**config.mk**
```make
export PLATFORM = sky130hd
export DESIGN_NAME = clk_div_multi_flat
export DESIGN_NICKNAME = d
export VERILOG_FILES = /design/src/rtl/clk_div_pkg.sv /design/src/rtl/clk_div_if.sv /design/src/rtl/clk_div_chan.sv /design/src/rtl/clk_div_multi.sv /design/src/flat_wrapper.sv
export SDC_FILE = /design/constraint.sdc
export NUM_CORES = 1
export LEC_CHECK = 0
export CAP_MARGIN = 40
export CORE_AREA = 10 10 142 144
export DETAILED_ROUTE_END_ITERATION = 8
export DIE_AREA = 0 0 152 154
export PLACE_DENSITY = 0.63
export SETUP_SLACK_MARGIN = 0.4
export SLEW_MARGIN = 5
export SYNTH_ARGS = -nofsm -noshare
export SYNTH_HDL_FRONTEND = slang
export SYNTH_HIERARCHICAL = 1
export SYNTH_SLANG_ARGS = --single-unit
```
**constraint.sdc**
```tcl
create_clock -name CLK -period 9.25 [get_ports CLK]
set_input_delay 1.85 -clock CLK [delete_from_list [all_inputs] [get_ports CLK]]
set_output_delay 1.85 -clock CLK [all_outputs]
set_load 0.005 [all_outputs]
```
**src/rtl/clk_div_pkg.sv**
```systemverilog
// Shared types and helpers for the multi-channel clock divider.
// Channel settings use CFG_W-wide fields; clamp_cfg() maps raw writes into legal settings.
package clk_div_pkg;

  localparam int CFG_W   = 8;
  localparam int MIN_DIV = 2;

  typedef struct packed {
    logic [CFG_W-1:0] div;
    logic [CFG_W-1:0] high;
    logic [CFG_W-1:0] offset;
  } chan_cfg_t;

  // Clamp so that div>=2, 1<=high<div and offset<div.
  function automatic chan_cfg_t clamp_cfg(input chan_cfg_t c);
    chan_cfg_t r;
    r = c;
    if (r.div < CFG_W'(MIN_DIV)) r.div = CFG_W'(MIN_DIV);
    if (r.high == '0) r.high = CFG_W'(1);
    else if (r.high >= r.div) r.high = r.div - CFG_W'(1);
    if (r.offset >= r.div) r.offset = '0;
    return r;
  endfunction

endpackage

```
**src/rtl/clk_div_if.sv**
```systemverilog
// Configuration and output bundle of clk_div_multi.
// master drives cfg/sync and observes the divided outputs; slave is the divider side.
interface clk_div_if
  import clk_div_pkg::*;
#(
  parameter int NUM_CH = 2,
  parameter int CNT_W  = CFG_W,
  parameter int CH_W   = (NUM_CH > 1) ? $clog2(NUM_CH) : 1
) ();

  logic              cfg_valid;
  logic              cfg_ready;
  logic [CH_W-1:0]   cfg_ch;
  logic [CNT_W-1:0]  cfg_div;
  logic [CNT_W-1:0]  cfg_high;
  logic [CNT_W-1:0]  cfg_offset;
  logic              sync;
  logic [NUM_CH-1:0] clk_out;
  logic [NUM_CH-1:0] tick;
  logic [NUM_CH-1:0] preedge;

  modport master (
    output cfg_valid, cfg_ch, cfg_div, cfg_high, cfg_offset, sync,
    input  cfg_ready, clk_out, tick, preedge
  );

  modport slave (
    input  cfg_valid, cfg_ch, cfg_div, cfg_high, cfg_offset, sync,
    output cfg_ready, clk_out, tick, preedge
  );

endinterface

```
**src/rtl/clk_div_chan.sv**
```systemverilog
// One divider channel: period counter, active/shadow settings and registered outputs.
// Define CLK_DIV_PREEDGE_EN to build the pre-edge strobe; otherwise preedge is tied low.
module clk_div_chan
  import clk_div_pkg::*;
#(
  parameter int CNT_W    = CFG_W,
  parameter int RST_DIV  = 4,
  parameter int RST_HIGH = 2
) (
  input  logic      CLK,
  input  logic      RST_N,
  input  logic      wr,
  input  chan_cfg_t cfg,
  input  logic      sync,
  output logic      pending,
  output logic      clk_out,
  output logic      tick,
  output logic      preedge
);

  localparam logic [CNT_W-1:0] ONE = CNT_W'(1);
  localparam chan_cfg_t RST_CFG = '{div: CNT_W'(RST_DIV), high: CNT_W'(RST_HIGH), offset: '0};

  logic [CNT_W-1:0] cnt;
  logic [CNT_W-1:0] cnt_next;
  chan_cfg_t        act;
  chan_cfg_t        shd;
  chan_cfg_t        eff;
  logic             wrap;
  logic             apply;

  // NOTE: every variable gets a default at the top so no path leaves it unassigned (no latch).
  always_comb begin
    wrap     = (cnt == act.div - ONE);
    apply    = pending && (wrap || sync);
    eff      = apply ? shd : act;
    cnt_next = cnt + ONE;
    if (sync)      cnt_next = (eff.offset == '0) ? '0 : eff.div - eff.offset;
    else if (wrap) cnt_next = '0;
  end

  // NOTE: sequential state uses non-blocking assignments so all registers see pre-edge values.
  always_ff @(posedge CLK) begin
    if (!RST_N) begin
      cnt     <= CNT_W'(RST_DIV - 1);
      act     <= RST_CFG;
      pending <= 1'b0;
      clk_out <= 1'b0;
      tick    <= 1'b0;
    end else begin
      cnt     <= cnt_next;
      act     <= eff;
      pending <= wr || (pending && !apply);
      clk_out <= (cnt_next < eff.high);
      tick    <= (cnt_next == '0);
    end
  end

  // NOTE: the shadow is only read while pending=1, so it needs no reset.
  always_ff @(posedge CLK) begin
    if (wr) shd <= clamp_cfg(cfg);
  end

`ifdef CLK_DIV_PREEDGE_EN
  always_ff @(posedge CLK) begin
    if (!RST_N) preedge <= 1'b0;
    else        preedge <= (cnt_next == eff.div - ONE);
  end
`else
  assign preedge = 1'b0;
`endif

endmodule

```
**src/rtl/clk_div_multi.sv**
```systemverilog
// Multi-channel runtime-programmable clock divider / enable generator.
// Optional pre-edge strobe is built only when CLK_DIV_PREEDGE_EN is defined.
module clk_div_multi
  import clk_div_pkg::*;
#(
  parameter int NUM_CH   = 2,
  parameter int CNT_W    = CFG_W,
  parameter int RST_DIV  = 4,
  parameter int RST_HIGH = 2
) (
  input logic      CLK,
  input logic      RST_N,
  clk_div_if.slave bus
);

  localparam int CH_W = (NUM_CH > 1) ? $clog2(NUM_CH) : 1;

  if (NUM_CH < 1) begin : g_bad_num_ch
    $error("clk_div_multi: NUM_CH must be >= 1");
  end
  if (CNT_W != CFG_W) begin : g_bad_cnt_w
    $error("clk_div_multi: CNT_W must equal clk_div_pkg::CFG_W");
  end
  if (RST_DIV < MIN_DIV || RST_DIV >= 2**CNT_W) begin : g_bad_rst_div
    $error("clk_div_multi: RST_DIV out of range");
  end
  if (RST_HIGH < 1 || RST_HIGH >= RST_DIV) begin : g_bad_rst_high
    $error("clk_div_multi: RST_HIGH out of range");
  end

  logic [NUM_CH-1:0] pend;
  logic [NUM_CH-1:0] wr;
  logic [NUM_CH-1:0] co;
  logic [NUM_CH-1:0] tk;
  logic [NUM_CH-1:0] pe;
  chan_cfg_t         cfg_in;

  // Channels outside NUM_CH always look ready so their writes are silently dropped.
  always_comb begin
    bus.cfg_ready = 1'b1;
    if (int'(bus.cfg_ch) < NUM_CH) bus.cfg_ready = !pend[bus.cfg_ch];
  end

  always_comb begin
    cfg_in = '{div: bus.cfg_div, high: bus.cfg_high, offset: bus.cfg_offset};
    for (int i = 0; i < NUM_CH; i++) begin
      wr[i] = bus.cfg_valid && bus.cfg_ready && (bus.cfg_ch == CH_W'(i));
    end
  end

  for (genvar i = 0; i < NUM_CH; i++) begin : g_ch
    clk_div_chan #(
      .CNT_W    (CNT_W),
      .RST_DIV  (RST_DIV),
      .RST_HIGH (RST_HIGH)
    ) u_chan (
      .CLK     (CLK),
      .RST_N   (RST_N),
      .wr      (wr[i]),
      .cfg     (cfg_in),
      .sync    (bus.sync),
      .pending (pend[i]),
      .clk_out (co[i]),
      .tick    (tk[i]),
      .preedge (pe[i])
    );
  end

  assign bus.clk_out = co;
  assign bus.tick    = tk;
  assign bus.preedge = pe;

endmodule

```
**src/flat_wrapper.sv**
```systemverilog
// flat-port wrapper written by rule: the top's interface ports become plain ports
module clk_div_multi_flat import clk_div_pkg::*;
#(
  parameter int NUM_CH   = 2,
  parameter int CNT_W    = CFG_W,
  parameter int RST_DIV  = 4,
  parameter int RST_HIGH = 2
)
  (CLK, RST_N, bus_cfg_valid, bus_cfg_ch, bus_cfg_div, bus_cfg_high, bus_cfg_offset, bus_sync, bus_cfg_ready, bus_clk_out, bus_tick, bus_preedge);
  clk_div_if #(.NUM_CH(NUM_CH), .CNT_W(CNT_W)) bus_i ();
  input logic CLK;
  input logic RST_N;
  input wire logic [$bits(bus_i.cfg_valid)-1:0] bus_cfg_valid;
  input wire logic [$bits(bus_i.cfg_ch)-1:0] bus_cfg_ch;
  input wire logic [$bits(bus_i.cfg_div)-1:0] bus_cfg_div;
  input wire logic [$bits(bus_i.cfg_high)-1:0] bus_cfg_high;
  input wire logic [$bits(bus_i.cfg_offset)-1:0] bus_cfg_offset;
  input wire logic [$bits(bus_i.sync)-1:0] bus_sync;
  output wire logic [$bits(bus_i.cfg_ready)-1:0] bus_cfg_ready;
  output wire logic [$bits(bus_i.clk_out)-1:0] bus_clk_out;
  output wire logic [$bits(bus_i.tick)-1:0] bus_tick;
  output wire logic [$bits(bus_i.preedge)-1:0] bus_preedge;
  assign bus_i.cfg_valid = bus_cfg_valid;
  assign bus_i.cfg_ch = bus_cfg_ch;
  assign bus_i.cfg_div = bus_cfg_div;
  assign bus_i.cfg_high = bus_cfg_high;
  assign bus_i.cfg_offset = bus_cfg_offset;
  assign bus_i.sync = bus_sync;
  assign bus_cfg_ready = bus_i.cfg_ready;
  assign bus_clk_out = bus_i.clk_out;
  assign bus_tick = bus_i.tick;
  assign bus_preedge = bus_i.preedge;
  clk_div_multi #(.NUM_CH(NUM_CH), .CNT_W(CNT_W), .RST_DIV(RST_DIV), .RST_HIGH(RST_HIGH)) u_core (.CLK(CLK), .RST_N(RST_N), .bus(bus_i));
endmodule
```
==> impl_metrics.yaml <==
detailed_routing:
  viasPerCell: 5.55
  drt-initial-drc-count: 326
  drt-total-wl_mm: 17.9
  vias: 5717
  ant_nets: 0
  first_pass_iters: 5
  routedWlPerCell_um: 17.4
  drc: 0
cells_and_area:
  final_common_cell: "nor2_1"
  final_cell_mix: "nor2_1, dfxtp_1, ha_1, inv_1, edfxtp_1"
  fin_area_um2: 8540
  multi_input_area_um2: 4160
  regArea_um2: 2840
  antenna_cells: 0
  fin_cells: 1031
  drive_above_1_share: 0.0856
  nets: 890
  area.growth.synth_to_final_pct: 16.5
  n_fill_cell: 1600
  fin_util: 0.497
synthesis:
  ys_warn_count: 6
  async_flop_share: 0
  synth-seq-cells: 118
  synthCells: 768
  syn_avg_cell_area_um2: 9.55
  ys_types: 58
  syn_nets: 865
  ys_seq_area_frac: 0.388
  syn_area_um2: 7340
  synth_enable_flop_cells: 48
  synth-main-ff-cell: "dfxtp_1"
power:
  leakagePower_nw: 3.55
  power.density_nw_per_um2: 216
  ir_worst_vdd_mv: 0.115
setup_path:
  setup.worst_path.start_class: "input port"
  worstPathMaxFanout: 28
  critPathCaptureType: "register"
  slowest_delay_ns: 0.61
  worstPathArrival_ns: 6.18
  critical_path_class: "input port to register"
  crit_chain: "clkdlybuf4s50_1, nand2_1, o41ai_4, buf_4, nor2_1, a21oi_1, inv_1, ha_1, nor2b_1, o31ai_1, a21oi_1, o21a_1, nor2_1, xnor2_1, a21o_1, ha_1, and4_1, o21ai_0, o2111ai_1, o31ai_1"
  crit_path_top_delay_cell: "clkdlybuf4s50_1"
  worstPathRequired_ns: 9.54
place:
  dp.cells: 999
  placedInstanceArea_um2: 7860
  dp_hpwl_mm: 13.6
  port_buffers: 33
  gp_congestion: 0.906
cts:
  numCtsBuffers: 17
  htreeDepth: 4
  cts_tree: "done"
  cts_root_buf: "clkbuf_16"
  ctsHoldBuffers: 0
  cts_num_sinks: 118
  cts_setup_buffers: 0
  path_clk_slew_ns: 0.06
  cts_resized: 0
  clk_latency_ns: 0.41
  cts_buffer_depth: 2
die:
  row_count: 48
  die_area_um2: 23400
  chipWidth_um: 152
  core-area_um2: 17200
  fp.dieH_um: 154
  io_pins: 36
  initial_core_util: 0.427
timing:
  setup_viol: 0
  slew_viol_final: 0
  tightest_slew_ns: 0.784
  rsz0062_at_grt: "false"
  slew_headroom: 0.474
  min_period_ns: 5.89
  fmax_mhz: 170
  tns_ns: 0
  period_share: 0.637
  fin_hold_ws_ns: 0.494
  clock_skew_ns: 0.00720
  hold_violations: 0
grt:
  grt_pass1_vias: 5735
  grt_max_degree: 29
  grt_antenna_before_repair: 0
  grt_pass1_wl_mm: 29.3
  gr-total-overflow: 0
  track_usage: 0.151
flow_run:
  maxCapViolations: 0
hold_path:
  hp-class: "register to register"
outcome:
  status: "finished, final reports clean"
## report_power, final
part	switching, W	leakage (nW)	total (W)	internal, W
Combinational	0.000269	2.19	0.000475	0.000207
Sequential	0.0000334	1.02	0.000623	0.000590
Clock	0.000231	0.334	0.000748	0.000517
Total	0.000533	3.55	0.00185	0.00131
## per-layer routing
| metal | GRT usage | wire [um] | up-vias |
|---|---|---|---|
| met5 | 0 | 0 | - |
| met4 | 0.0651 | 354 | 0 |
| met3 | 0.0343 | 980 | 22 |
| met2 | 0.232 | 8120 | 169 |
| met1 | 0.200 | 8480 | 2679 |
| li1 | - | - | 2847 |
## worst paths after layout
check / startpoint / end / slack [ns] / cells after the start
worst max-delay path: bus_sync / u_core/g_ch[1].u_chan/clk_out / 3.36 / 20
worst min-delay path: u_core/g_ch[0].u_chan/act[8] / u_core/g_ch[0].u_chan/act[8] / 0.49 / 2
worst max register to register: u_core/g_ch[1].u_chan/act[16] / u_core/g_ch[1].u_chan/clk_out / 3.99 / 22
worst min register to register: u_core/g_ch[0].u_chan/act[8] / u_core/g_ch[0].u_chan/act[8] / 0.49 / 2
## flip-flops by register name, indices dropped and copies added (netlist names)
register,flops
u_core/g_ch.u_chan/act,48
u_core/g_ch.u_chan/shd,48
u_core/g_ch.u_chan/cnt,16
u_core/g_ch.u_chan/clk_out,2
u_core/g_ch.u_chan/pending,2
u_core/g_ch.u_chan/tick,2
## area by class of cell
type / count / area share
clock inverter: 11 / 0.0221
clock buffer: 21 / 0.0577
sequential: 118 / 0.333
inverter: 54 / 0.0237
timing repair buffer: 38 / 0.0439
multi-input combinational: 564 / 0.487
tap: 225 / 0.0329
## critical path, delay by kind of cell
family / cells / cell delay, ns
buf+inv: 3 / 1.12
xor+xnor: 1 / 0.14
simple gates: 5 / 0.79
compound gates: 9 / 1.70
fa+ha+maj: 2 / 0.57
## cells in the mapped netlist (9+ instances only)
cell	count	area, um2
a21boi_0	16	120
a21o_1	14	105
a21oi_1	42	210
and2_1	11	68.8
and3_1	9	56.3
clkbuf_1	18	67.6
dfxtp_1	70	1400
edfxtp_1	48	1440
ha_1	66	826
inv_1	52	195
mux2_2	14	158
mux2i_1	35	350
nand2_1	19	71.3
nand3_1	19	95.1
nand4_1	9	56.3
nor2_1	82	308
nor3_1	42	210
nor4_1	12	75.1
o21a_1	12	90.1
o21ai_0	12	60.1
o31ai_1	10	75.1
xnor2_1	20	175
xor2_1	28	245
## metrics by stage
step	setup slack (ns)	total power [W]
global route	3.03	0.00195
floorplan	4.17	0.000969
global placement	3.23	0.00110
finish	3.36	0.00185
detailed placement	3.09	0.00110
CTS	3.45	0.00185
## cells by family (layout without fill, tap and decap cells)
logic type	after synthesis	in the layout	synth area share
and+or+nand+nor	245	245	0.173
AOI/OAI and AO/OA	152	152	0.145
DFF	118	118	0.388
buffers and inverters	86	124	0.0491
adders and majority gates	68	68	0.118
muxes	49	49	0.0692
xor gates and xnor gates	48	48	0.0573
other	2	2	0.00102
No activity file was read; power rests on OpenSTA's default activity.
